## src/rtl/avst_sideband_delay_line.sv

```systemverilog
// Avalon-ST sideband delay line: DEPTH-stage valid/sop/eop/sb pipeline with advance enable,
// flush, in-flight counter and a free-running ready delay. Macro AVST_SIDEBAND_DELAY_PKT_CHECK_EN
// enables the framing checker on output beats.
//
// state     | meaning
// ST_IDLE   | between packets, next output beat must carry sop
// ST_IN_PKT | inside a packet, waiting for eop
module avst_sideband_delay_line #(
    parameter  int DEPTH = 5,
    parameter  int SB_W  = 1,
    localparam int CNT_W = $clog2(DEPTH + 1)
) (
    input  logic             clk,
    input  logic             rst_n,
    input  logic             ce,
    input  logic             flush,
    input  logic             src_ready_i,
    input  logic             snk_valid_i,
    input  logic             snk_sop_i,
    input  logic             snk_eop_i,
    input  logic [SB_W-1:0]  snk_sb_i,
    output logic             sync_ready_o,
    output logic             sync_valid_o,
    output logic             sync_sop_o,
    output logic             sync_eop_o,
    output logic [SB_W-1:0]  sync_sb_o,
    output logic [CNT_W-1:0] inflight_o,
    output logic             busy_o,
    output logic             err_o,
    output logic [1:0]       err_code_o
);

    logic [DEPTH-1:0] rdy_q;
    logic [DEPTH-1:0] vld_q;
    logic [DEPTH-1:0] sop_q;
    logic [DEPTH-1:0] eop_q;
    logic [SB_W-1:0]  sb_q [DEPTH];
    logic [CNT_W-1:0] inflight_q;

    // Ready path runs free so the downstream handshake never stalls behind ce/flush.
    always_ff @(posedge clk or negedge rst_n) begin
        if (!rst_n) begin
            rdy_q <= '0;
        end else begin
            rdy_q[0] <= src_ready_i;
            for (int k = 1; k < DEPTH; k++) begin
                rdy_q[k] <= rdy_q[k-1];
            end
        end
    end

    always_ff @(posedge clk or negedge rst_n) begin
        if (!rst_n) begin
            vld_q <= '0;
            sop_q <= '0;
            eop_q <= '0;
            for (int k = 0; k < DEPTH; k++) begin
                sb_q[k] <= '0;
            end
        end else if (flush) begin
            vld_q <= '0;
            sop_q <= '0;
            eop_q <= '0;
            for (int k = 0; k < DEPTH; k++) begin
                sb_q[k] <= '0;
            end
        end else if (ce) begin
            vld_q[0] <= snk_valid_i;
            sop_q[0] <= snk_sop_i & snk_valid_i;
            eop_q[0] <= snk_eop_i & snk_valid_i;
            sb_q[0]  <= snk_sb_i;
            for (int k = 1; k < DEPTH; k++) begin
                vld_q[k] <= vld_q[k-1];
                sop_q[k] <= sop_q[k-1];
                eop_q[k] <= eop_q[k-1];
                sb_q[k]  <= sb_q[k-1];
            end
        end
    end

    // Entering and leaving beat in the same advance cancel, so the count tracks stage popcount.
    always_ff @(posedge clk or negedge rst_n) begin
        if (!rst_n) begin
            inflight_q <= '0;
        end else if (flush) begin
            inflight_q <= '0;
        end else if (ce) begin
            inflight_q <= inflight_q + CNT_W'(snk_valid_i) - CNT_W'(vld_q[DEPTH-1]);
        end
    end

    assign sync_ready_o = rdy_q[DEPTH-1];
    assign sync_valid_o = vld_q[DEPTH-1];
    assign sync_sop_o   = sop_q[DEPTH-1];
    assign sync_eop_o   = eop_q[DEPTH-1];
    assign sync_sb_o    = sb_q[DEPTH-1];
    assign inflight_o   = inflight_q;
    assign busy_o       = (inflight_q != '0);

`ifdef AVST_SIDEBAND_DELAY_PKT_CHECK_EN
    localparam logic [0:0] ST_IDLE   = 1'b0;
    localparam logic [0:0] ST_IN_PKT = 1'b1;

    logic [0:0] state_q, state_d;
    logic       err_q, err_d;
    logic [1:0] code_q, code_d;
    logic       out_beat;
    logic       viol;
    logic [1:0] viol_code;

    assign out_beat = vld_q[DEPTH-1] & ce;

    always_comb begin
        state_d   = state_q;
        err_d     = err_q;
        code_d    = code_q;
        viol      = 1'b0;
        viol_code = 2'b00;
        if (flush) begin
            state_d = ST_IDLE;
            err_d   = 1'b0;
            code_d  = 2'b00;
        end else if (out_beat) begin
            case (state_q)
                ST_IDLE: begin
                    if (!sop_q[DEPTH-1]) begin
                        viol      = 1'b1;
                        viol_code = 2'b01;
                    end else if (!eop_q[DEPTH-1]) begin
                        state_d = ST_IN_PKT;
                    end
                end
                default: begin
                    if (sop_q[DEPTH-1]) begin
                        viol      = 1'b1;
                        viol_code = 2'b10;
                    end
                    if (eop_q[DEPTH-1]) begin
                        state_d = ST_IDLE;
                    end
                end
            endcase
            // First error wins; later violations leave the recorded code alone.
            if (viol && !err_q) begin
                err_d  = 1'b1;
                code_d = viol_code;
            end
        end
    end

    always_ff @(posedge clk or negedge rst_n) begin
        if (!rst_n) begin
            state_q <= ST_IDLE;
            err_q   <= 1'b0;
            code_q  <= 2'b00;
        end else begin
            state_q <= state_d;
            err_q   <= err_d;
            code_q  <= code_d;
        end
    end

    assign err_o      = err_q;
    assign err_code_o = code_q;
`else
    assign err_o      = 1'b0;
    assign err_code_o = 2'b00;
`endif

endmodule

```

## config.mk

```make
export PLATFORM = sky130hd
export DESIGN_NAME = avst_sideband_delay_line
export DESIGN_NICKNAME = d
export VERILOG_FILES = /design/src/rtl/avst_sideband_delay_line.sv
export SDC_FILE = /design/constraint.sdc
export NUM_CORES = 1
export LEC_CHECK = 0
export CAP_MARGIN = 40
export CORE_UTILIZATION = 45
export CTS_CLUSTER_DIAMETER = 30
export DETAILED_ROUTE_END_ITERATION = 6
export GPL_TIMING_DRIVEN = 0
export PLACE_DENSITY = 0.7
export SLEW_MARGIN = 40
export SYNTH_ARGS = -nofsm -noshare
export SYNTH_HDL_FRONTEND = slang
export SYNTH_SLANG_ARGS = --single-unit
```

## constraint.sdc

```tcl
create_clock -name clk -period 3 [get_ports clk]
set_clock_uncertainty 0.1 [all_clocks]
set_input_delay 0.45 -clock clk [delete_from_list [all_inputs] [get_ports clk]]
set_output_delay 0.45 -clock clk [all_outputs]
set_load 0.01 [all_outputs]
```

==> metrics.md, run 1 <==
| Metric | Value |
|---|---|
| Worst setup SP type | `flop` |
| Sw Ratio | `23.4%` |
| First-pass detailed-route iteration total | `4` |
| 1st-iter DRT viols | `4` |
| Seq/Total Area, Yosys | `58.5%` |
| Outcome | `finished, final reports clean` |
| Mapped Area | `1200 sq um` |
| Setup TNS | `0 ps` |
| Post-route DRC | `0` |
| FF-to-FF setup slack | `960 ps` |
| Sequential cell area | `701 sq um` |
| Buf+Inv Stages, Crit Path | `1` |
| Rows | `18` |
| Switch Pwr | `0.146 mW` |
| Remaining Overflow, GRT | `0` |
| Area of the multi-input gates | `408 sq um` |
| Initial Util | `47.9%` |
| Arrival time at the worst endpoint | `1630 ps` |
| Post-DR vias/cell | `4.74` |
| Largest net degree at the start of global routing | `29` |
| Final core occ | `56.9%` |
| Chip width | `53.6 microns` |
| Worst Setup Slack, final | `817 ps` |
| Launching point of the worst reg2reg path | `vld_q[4]` |
| Number of max-cap violations | `0` |
| Die footprint | `2870 sq um` |
| Htree depth | `1` |
| Layout Nets | `131` |
| Worst VDD drop | `404 uV` |
| Final min period | `2180 ps` |
| Via Count | `697` |
| PwrDens | `438 nW/um^2` |
| Internal Pwr Total | `0.476 mW` |
| Num CTS Buffers | `3` |
| Crit end category | `primary output` |
| Commonest non-fill, non-tap cell in the layout | `dfrtp_1` |
| Worst-path cell chain | `or3_1, clkdlybuf4s50_1` |
| Post-CTS Hold Buffers | `0` |
| Post-Layout Inst Area | `1420 sq um` |
| Final HPWL DP | `1310 microns` |
| Final ANT Viol Nets | `0` |
| Reg clk slew, reported paths | `140 ps` |
| Primary FF master, synth | `dfrtp_1` |
| RSZ-0062 raised after global routing | `no` |
| Synthesized instance count | `96` |
| Register bit total from synthesis | `28` |
| Most frequent cells in the layout | `28 x dfrtp_1, 21 x nor2_1, 20 x mux2i_1` |
| Num Clock Sinks | `28` |
| Worst rel slew slack | `59.1%` |
| GRT Util Overall | `15.1%` |
| Netlist cell types | `19` |
| Post-synth EDFFs | `0` |
| Final Cycle Share | `72.8%` |
| Share of layout cells above drive strength 1 | `11.1%` |
| Worst Tran Pin Value | `613 ps` |
| Synthesized area per cell | `12.5 sq um` |
| Data required, critical path | `2450 ps` |
| Worst path slowest cell | `clkdlybuf4s50_1` |
| Max Clk Rate | `0.458 GHz` |
| Critical path peak fanout | `5` |
| Port Buf Inserts | `16` |
| YS warnings | `0` |
| Worst setup path class | `flop to primary output` |
| Post-Place Setup Slack | `674 ps` |
| Combinational cell fraction of total power | `12.8%` |
| Reg2Reg Capture Point | `inflight_o[2]` |
| Clock Latency Late Sink | `320 ps` |
| Final WL | `1850 microns` |
| First-pass GRT wire length | `3040 microns` |
| Fraction of registers with async set or reset after synthesis | `100%` |
| Clock power frac | `23.9%` |
| CTS tree | `done` |
| Reg power frac | `63.4%` |
| Core Box Area | `2500 sq um` |
| Top-level port count | `21` |
| Leakage | `0.727 nW` |
| R2R depth | `8` |
| Worst min-delay path category | `input pin to async pin` |
| Worst path max stage delay | `480 ps` |
| Post-cts repair resize count | `0` |
| CTS root buf | `clkbuf_4` |
| Antenna cells | `0` |
| Worst path top cell family by delay | `buffers and inverters` |
| WL/cell | `12.6 microns` |
| Placed cells | `144` |
| Finished Layout Cells | `147` |
| Dpl cell area | `1400 sq um` |
| RePlAce Congestion | `0.703` |
| Antenna violations before repair | `0` |
| Vias in the first global route | `696` |
| Hold Vio Cnt, Final | `0` |
| Count of final max-slew check failures | `0` |
| Area grow syn2layout | `18.6%` |
| Vert. Die Dim | `53.6 microns` |
| Post-CTS Setup Inserts | `0` |
| # setup viols final | `0` |
| Filler instances | `219` |
| Clock Tree Buf Depth | `2` |
## how the worst max path moves through the flow
stage / slack (ps) / startpoint / cells after the start / endpoint
4_1_cts: 800 / inflight_o[1] / 2 / busy_o
2_1_floorplan: 1080 / inflight_o[0] / 9 / inflight_o[2]
3_3_place_gp: 710 / snk_valid_i / 7 / inflight_o[2]
5_1_grt: 760 / inflight_o[1] / 2 / busy_o
6_report: 820 / inflight_o[1] / 2 / busy_o
3_5_place_dp: 670 / snk_valid_i / 7 / inflight_o[2]
## cell families (layout without fill, tap and decap cells)
logic type / after synthesis / after routing / synth area share, %
flip-flops: 28 / 28 / 58.5
AND/OR/NAND/NOR: 27 / 27 / 9.92
multiplexers: 20 / 20 / 16.7
buffers and inverters: 12 / 31 / 8.14
AO/OA/AOI/OAI: 4 / 4 / 1.98
adder cells (fa/ha/maj): 3 / 3 / 3.76
other: 1 / 3 / 0.313
XOR/XNOR: 1 / 1 / 0.731
## synthesized netlist by cell type (2+ instances only)
master    instances  area [sq um]
buf_4             3          22.5
mux2i_1          20           200
nand2b_2          2          17.5
buf_12            2          40.0
nor2_1           21          78.8
inv_1             4          15.0
a21oi_1           3          15.0
ha_1              2          25.0
dfrtp_1          28           701
nand3_1           2          10.0
## worst register-to-register path: stages, from the launching register on
cell and delay, ps:
dfrtp_1 440, ha_1 300, inv_1 50, ha_1 130
inv_1 50, fa_1 390, xor2_1 210, a21oi_1 100
a31o_1 180
## state kept, by name, summed over array words and instances (netlist names)
register / count
sop_q: 5
sync_sb_o: 1
inflight_o: 3
eop_q: 5
rdy_q: 5
vld_q: 5
sb_q: 4
## routing by layer
metal	routed length [microns]	track usage (%)	share of wire [%]
met5	0	0	0
met1	904	19.5	49
met3	86	3.39	4.7
met2	837	25.0	45
met4	19	5.26	1.0
## layout make-up
cell class	count	area share, %
flip-flops and latches	28	49.3
plain buffers	8	5.81
clock buffers	3	1.58
inverters	4	1.06
multi-input cells	58	28.7
repair buffers	16	10.9
well taps	30	2.64
## metrics by stage
| stage | hold slack (ps) | total power [mW] |
|---|---|---|
| floorplan | 54.4 | 0.446 |
| global placement | 235 | 0.480 |
| detailed placement | 236 | 0.482 |
| CTS | 33.7 | 0.630 |
| global route | 67.7 | 0.648 |
| finish | 21.9 | 0.622 |
## power groups by stage
stage | Clock (mW) | Combinational (mW) | Sequential, mW
final | 0.148 | 0.0793 | 0.394
after floorplan | 0 | 0.0445 | 0.402
after CTS | 0.155 | 0.0808 | 0.395
after global routing | 0.164 | 0.0883 | 0.396
after detailed placement | 0 | 0.0804 | 0.402
after global placement | 0 | 0.0788 | 0.401
(Power assumes the default switching activity.)
==> run 2: changes to the inputs <==
Settings changed: PLACE_DENSITY 0.7 to 0.72.
Clock period 3 ns to 1.8 ns, I/O delays scaled along.
==> run 2 against run 1 <==
Net effect: register-to-register slack got worse by 1100 ps; worst hold slack improved by 150 ps; sequential power up 66%; total power rose by 76%; count of clock-buffer cells in the layout is 1 higher; sequential share of layout area is 2.3 points lower; die area stayed put; core utilization rose by 2.9 points; sequential cell count unchanged; the flow now finishes with violations (setup timing); global-route usage about the same; first-iteration DRC count up 25%; clock power grew 100%.
==> metrics.md, run 2 (synthesis results as in run 1) <==
| Metric | Value |
|---|---|
| Leakage | `0.804 nW` |
| Reg clk slew, reported paths | `150 ps` |
| RePlAce Congestion | `0.741` |
| Final WL | `1910 microns` |
| Remaining Overflow, GRT | `0` |
| Most frequent cells in the layout | `27 x dfrtp_1, 21 x nor2_1, 20 x mux2i_1` |
| Hold depth | `3` |
| Initial Util | `47.9%` |
| Worst Tran Pin Value | `604 ps` |
| PwrDens | `733 nW/um^2` |
| Finished Layout Cells | `154` |
| Count of final max-slew check failures | `0` |
| Final HPWL DP | `1300 microns` |
| Combinational cell fraction of total power | `12.7%` |
| Final core occ | `59.7%` |
| WL/cell | `12.4 microns` |
| # setup viols final | `2` |
| Antenna violations before repair | `0` |
| Num CTS Buffers | `3` |
| Antenna cells | `0` |
| Dpl cell area | `1400 sq um` |
| Worst Setup Slack, final | `-118 ps` |
| Final Cycle Share | `107%` |
| Rows | `18` |
| Clock Tree Buf Depth | `2` |
| Worst setup SP type | `flop` |
| Outcome | `complete, but fails checks` |
| Placed cells | `144` |
| Arrival time at the worst endpoint | `2050 ps` |
| RSZ-0062 raised after global routing | `yes` |
| Post-route DRC | `0` |
| Share of layout cells above drive strength 1 | `18.5%` |
| Clock Latency Late Sink | `320 ps` |
| Max Clk Rate | `0.521 GHz` |
| Largest net degree at the start of global routing | `29` |
| Switch Pwr | `0.252 mW` |
| Internal Pwr Total | `0.842 mW` |
| CTS root buf | `clkbuf_4` |
| CTS tree | `done` |
| GRT Util Overall | `15.1%` |
| Chip width | `53.6 microns` |
| Hold Vio Cnt, Final | `0` |
| Sw Ratio | `23.1%` |
| Top-level port count | `21` |
| Worst VDD drop | `510 uV` |
| Htree depth | `1` |
| Crit end category | `flop` |
| Commonest non-fill, non-tap cell in the layout | `dfrtp_1` |
| FF-to-FF setup slack | `-120 ps` |
| Post-DR vias/cell | `4.79` |
| Failing checks | `setup timing` |
| Final min period | `1920 ps` |
| Area grow syn2layout | `24.5%` |
| Num Clock Sinks | `28` |
| Worst min-delay path category | `input pin to flop` |
| Core Box Area | `2500 sq um` |
| Worst setup path class | `flop to flop` |
| First-pass detailed-route iteration total | `4` |
| Tot Pwr | `1.09 mW` |
| Reg power frac | `59.9%` |
| 1st-iter DRT viols | `5` |
| Port Buf Inserts | `16` |
| Critical path peak fanout | `2` |
| Via Count | `738` |
| Die footprint | `2870 sq um` |
| Vias in the first global route | `696` |
| Post-Layout Inst Area | `1490 sq um` |
| Worst rel slew slack | `59.8%` |
| Layout Nets | `137` |
| Final ANT Viol Nets | `0` |
| R2R depth | `8` |
| Clock power frac | `27.4%` |
| First-pass GRT wire length | `3000 microns` |
| Data required, critical path | `1930 ps` |
| Number of max-cap violations | `0` |
| Vert. Die Dim | `53.6 microns` |
run 2: changes by cell type in the layout (fill, tap and decap cells not counted), sizes merged:
cell / before / now
clkdlybuf4s50: 15 / 11
buf: 8 / 14
dlygate4sd2: 0 / 1
clkbuf: 4 / 5
dlymetal6s2s: 0 / 2
dlygate4sd3: 0 / 1
run 2: power by group through the flow:
| stage | Clock, mW | Combinational, mW | Sequential, mW |
|---|---|---|---|
| 6_report | 0.300 | 0.139 | 0.655 |
| 5_1_grt | 0.336 | 0.154 | 0.658 |
| 4_1_cts | 0.319 | 0.142 | 0.656 |
| 3_5_place_dp | 0 | 0.134 | 0.669 |
| 3_3_place_gp | 0 | 0.132 | 0.669 |
| 2_1_floorplan | 0 | 0.0743 | 0.670 |
run 2: final timing paths:
kind,startpoint,endpoint
setup / recovery,vld_q[4],inflight_o[2]
max in group asynchronous,rst_n,inflight_o[1]
hold / removal,ce,sop_q[1]
setup reg to reg,vld_q[4],inflight_o[2]
hold reg to reg,rdy_q[2],rdy_q[3]
min in group asynchronous,rst_n,inflight_o[2]
run 2: metrics by stage:
step	setup WS, ps	hold slack, ps	TNS [ps]
finish	-118	172	-187
floorplan	-73.3	-126	-116
CTS	-123	156	-199
global route	-212	162	-390
detailed placement	-307	223	-538
global placement	-252	234	-1660
run 2: layer usage:
layer | part of all wire (%) | track usage [%]
met1 | 47 | 19.7
met5 | 0 | 0
met2 | 49 | 24.2
met3 | 3.4 | 2.54
met4 | 0.79 | 7.89
run 2: what timing repair did:
item	4_1_cts	5_1_grt
gates cloned	0	0
resized for setup	7	2
pin swaps	0	0
endpoints found under the setup margin	3	3
buffers inserted	4	1
hold endpoints to repair	28	0
hold buffers	1	0
run 2: area by class of cell:
type,instances,area [sq um]
Buffer,8,82.6
Inverter,4,15.0
Tap cell,30,37.5
Fill cell,213,1010
Sequential cell,28,702
Timing Repair Buffer,22,201
Clock buffer,4,36.3
Multi-Input combinational cell,58,418
run 2: critical path, stage by stage, from the launching register on:
cell and delay [ps]:
dfrtp_1 410, ha_1 290, inv_1 50, ha_1 130, inv_1 50, fa_2 350
xor2_2 170, a21oi_1 90, a31o_1 190
==> run 3: changes to the inputs <==
Settings changed: CORE_MARGIN from default to 2, CORE_UTILIZATION 45 to 46, PLACE_DENSITY 0.72 to 0.74.
==> run 3 against run 2 <==
Net effect: the run still ends with setup timing left; sequential share of layout area is 0.079 points higher; total power is 0.22% lower; core utilization is 0.44 points higher; clock power is 2% lower; worst hold slack hardly changed; non-clock buffer count is 1 lower; register-to-register slack better by 20 ps; routed wire length is 3.2% higher; via count is 1.2% higher; maximum frequency is 1.0% higher; count of clock-buffer cells in the layout stayed put; critical path type unchanged; critical endpoint unchanged.
==> metrics.md, run 3 (synthesis results as in run 1) <==
| Metric | Value |
|---|---|
| Num Clock Sinks | `28` |
| Worst rel slew slack | `59.7%` |
| Most common cell on crit path | `ha_1` |
| Max Clk Rate | `0.527 GHz` |
| Leakage | `0.794 nW` |
| Clock power frac | `26.9%` |
| Core Box Area | `2480 sq um` |
| Hold Vio Cnt, Final | `0` |
| Layout Nets | `136` |
| CTS root buf | `clkbuf_4` |
| Die footprint | `3030 sq um` |
| Data required, critical path | `1930 ps` |
| Worst setup SP type | `flop` |
| Outcome | `complete, but fails checks` |
| Final core occ | `60.2%` |
| Most frequent cells in the layout | `27 x dfrtp_1, 21 x nor2_1, 20 x mux2i_1` |
| Worst Tran Pin Value | `605 ps` |
| Internal Pwr Total | `0.844 mW` |
| CTS tree | `done` |
| First-pass GRT wire length | `3270 microns` |
| Reg power frac | `60.0%` |
| Antenna cells | `0` |
| Clock Latency Late Sink | `320 ps` |
| RePlAce Congestion | `0.692` |
| Critical path peak fanout | `2` |
| Final ANT Viol Nets | `0` |
| Final Cycle Share | `105%` |
| 1st-iter DRT viols | `3` |
| Final min period | `1900 ps` |
| Chip width | `55.0 microns` |
| Final WL | `1970 microns` |
| Switch Pwr | `0.248 mW` |
| Final HPWL DP | `1350 microns` |
| Filler instances | `216` |
| Commonest non-fill, non-tap cell in the layout | `dfrtp_1` |
| Largest net degree at the start of global routing | `29` |
| Worst Setup Slack, final | `-98.3 ps` |
| Failing checks | `setup timing` |
| Worst VDD drop | `586 uV` |
| Post-DR vias/cell | `4.88` |
| Post-route DRC | `0` |
| Share of layout cells above drive strength 1 | `19.5%` |
| Vert. Die Dim | `55.0 microns` |
| Combinational cell fraction of total power | `13.1%` |
| Number of max-cap violations | `0` |
| Worst-path cell chain | `ha_1, inv_1, ha_1, inv_2, fa_2, xor2_2, a21oi_2, a31o_1` |
| Via Count | `747` |
| GRT Util Overall | `16.0%` |
| RSZ-0062 raised after global routing | `yes` |
| # setup viols final | `2` |
| Worst min-delay path category | `input pin to flop` |
| Clock Tree Buf Depth | `2` |
| Sw Ratio | `22.7%` |
| Hold WS | `172 ps` |
| Reg clk slew, reported paths | `140 ps` |
| Crit end category | `flop` |
| PwrDens | `733 nW/um^2` |
| WL/cell | `12.9 microns` |
| Remaining Overflow, GRT | `0` |
| Port Buf Inserts | `16` |
| Htree depth | `1` |
| Rows | `18` |
| Top-level port count | `21` |
| Antenna violations before repair | `0` |
| Count of final max-slew check failures | `0` |
| Area grow syn2layout | `24.3%` |
| Worst path slowest cell | `dfrtp_1` |
| Arrival time at the worst endpoint | `2030 ps` |
| First-pass detailed-route iteration total | `3` |
| Num CTS Buffers | `3` |
| Worst path max stage delay | `410 ps` |
| Vias in the first global route | `726` |
| Initial Util | `48.4%` |
| Worst setup path class | `flop to flop` |
## run 3: worst paths after layout
path / startpoint / endpoint / slack [ps] / cells after the start
max: vld_q[4] / inflight_o[2] / -100 / 8
min: ce / sop_q[2] / 170 / 3
max in group asynchronous: rst_n / inflight_o[1] / 800 / 2
max reg2reg: vld_q[4] / inflight_o[2] / -100 / 8
min reg2reg: rdy_q[3] / rdy_q[4] / 270 / 0
min in group asynchronous: rst_n / sop_q[2] / 380 / 2
## run 3: power groups by stage
stage	Sequential (mW)	Clock (mW)	Combinational (mW)
after CTS	0.656	0.312	0.144
after detailed placement	0.670	0	0.134
final	0.655	0.294	0.143
after global routing	0.658	0.332	0.160
after global placement	0.669	0	0.131
after floorplan	0.670	0	0.0743
## run 3: worst max-delay path, delay by kind of cell (launching register included)
family / cells / cell delay (ps)
compound gates: 2 / 250
xor+xnor: 1 / 170
fa+ha+maj: 3 / 780
buf+inv: 2 / 100
flops: 1 / 410
## run 3: final cells by class
cell class | instances | area (sq um) | area share [%]
multi-input combinational | 58 | 422 | 28.3
buffer | 8 | 82.6 | 5.54
sequential | 28 | 702 | 47.1
inverter | 4 | 15.0 | 1.01
timing repair buffer | 21 | 195 | 13.1
tap | 30 | 37.5 | 2.52
clock buffer | 4 | 36.3 | 2.43
## run 3: repair_timing
action                     in CTS  in global routing
pin swaps                       0                  1
setup endpoints to repair       3                  5
hold endpoints to repair       28                  0
gates resized for setup         6                  4
setup buffers                   4                  0
hold buffers                    1                  0
## run 3: through the flow
step | instance area (sq um) | instances | total power [mW] | setup slack, ps | setup TNS, ps
global placement | 1410 | 144 | 0.800 | -267 | -1630
global route | 1490 | 153 | 1.15 | -194 | -368
CTS | 1480 | 153 | 1.11 | -99.7 | -181
detailed placement | 1400 | 144 | 0.803 | -277 | -500
finish | 1490 | 153 | 1.09 | -98.3 | -175
floorplan | 1210 | 98 | 0.744 | -73.3 | -116
## run 3: routing by layer
layer  global-route usage, %  part of all wire, %  vias up
met2                    26.4                   48       17
met4                    7.32                  2.1        0
met3                    3.23                  4.9        4
li1                        -                    -      357
met5                       0                    0        -
met1                    20.2                   45      369
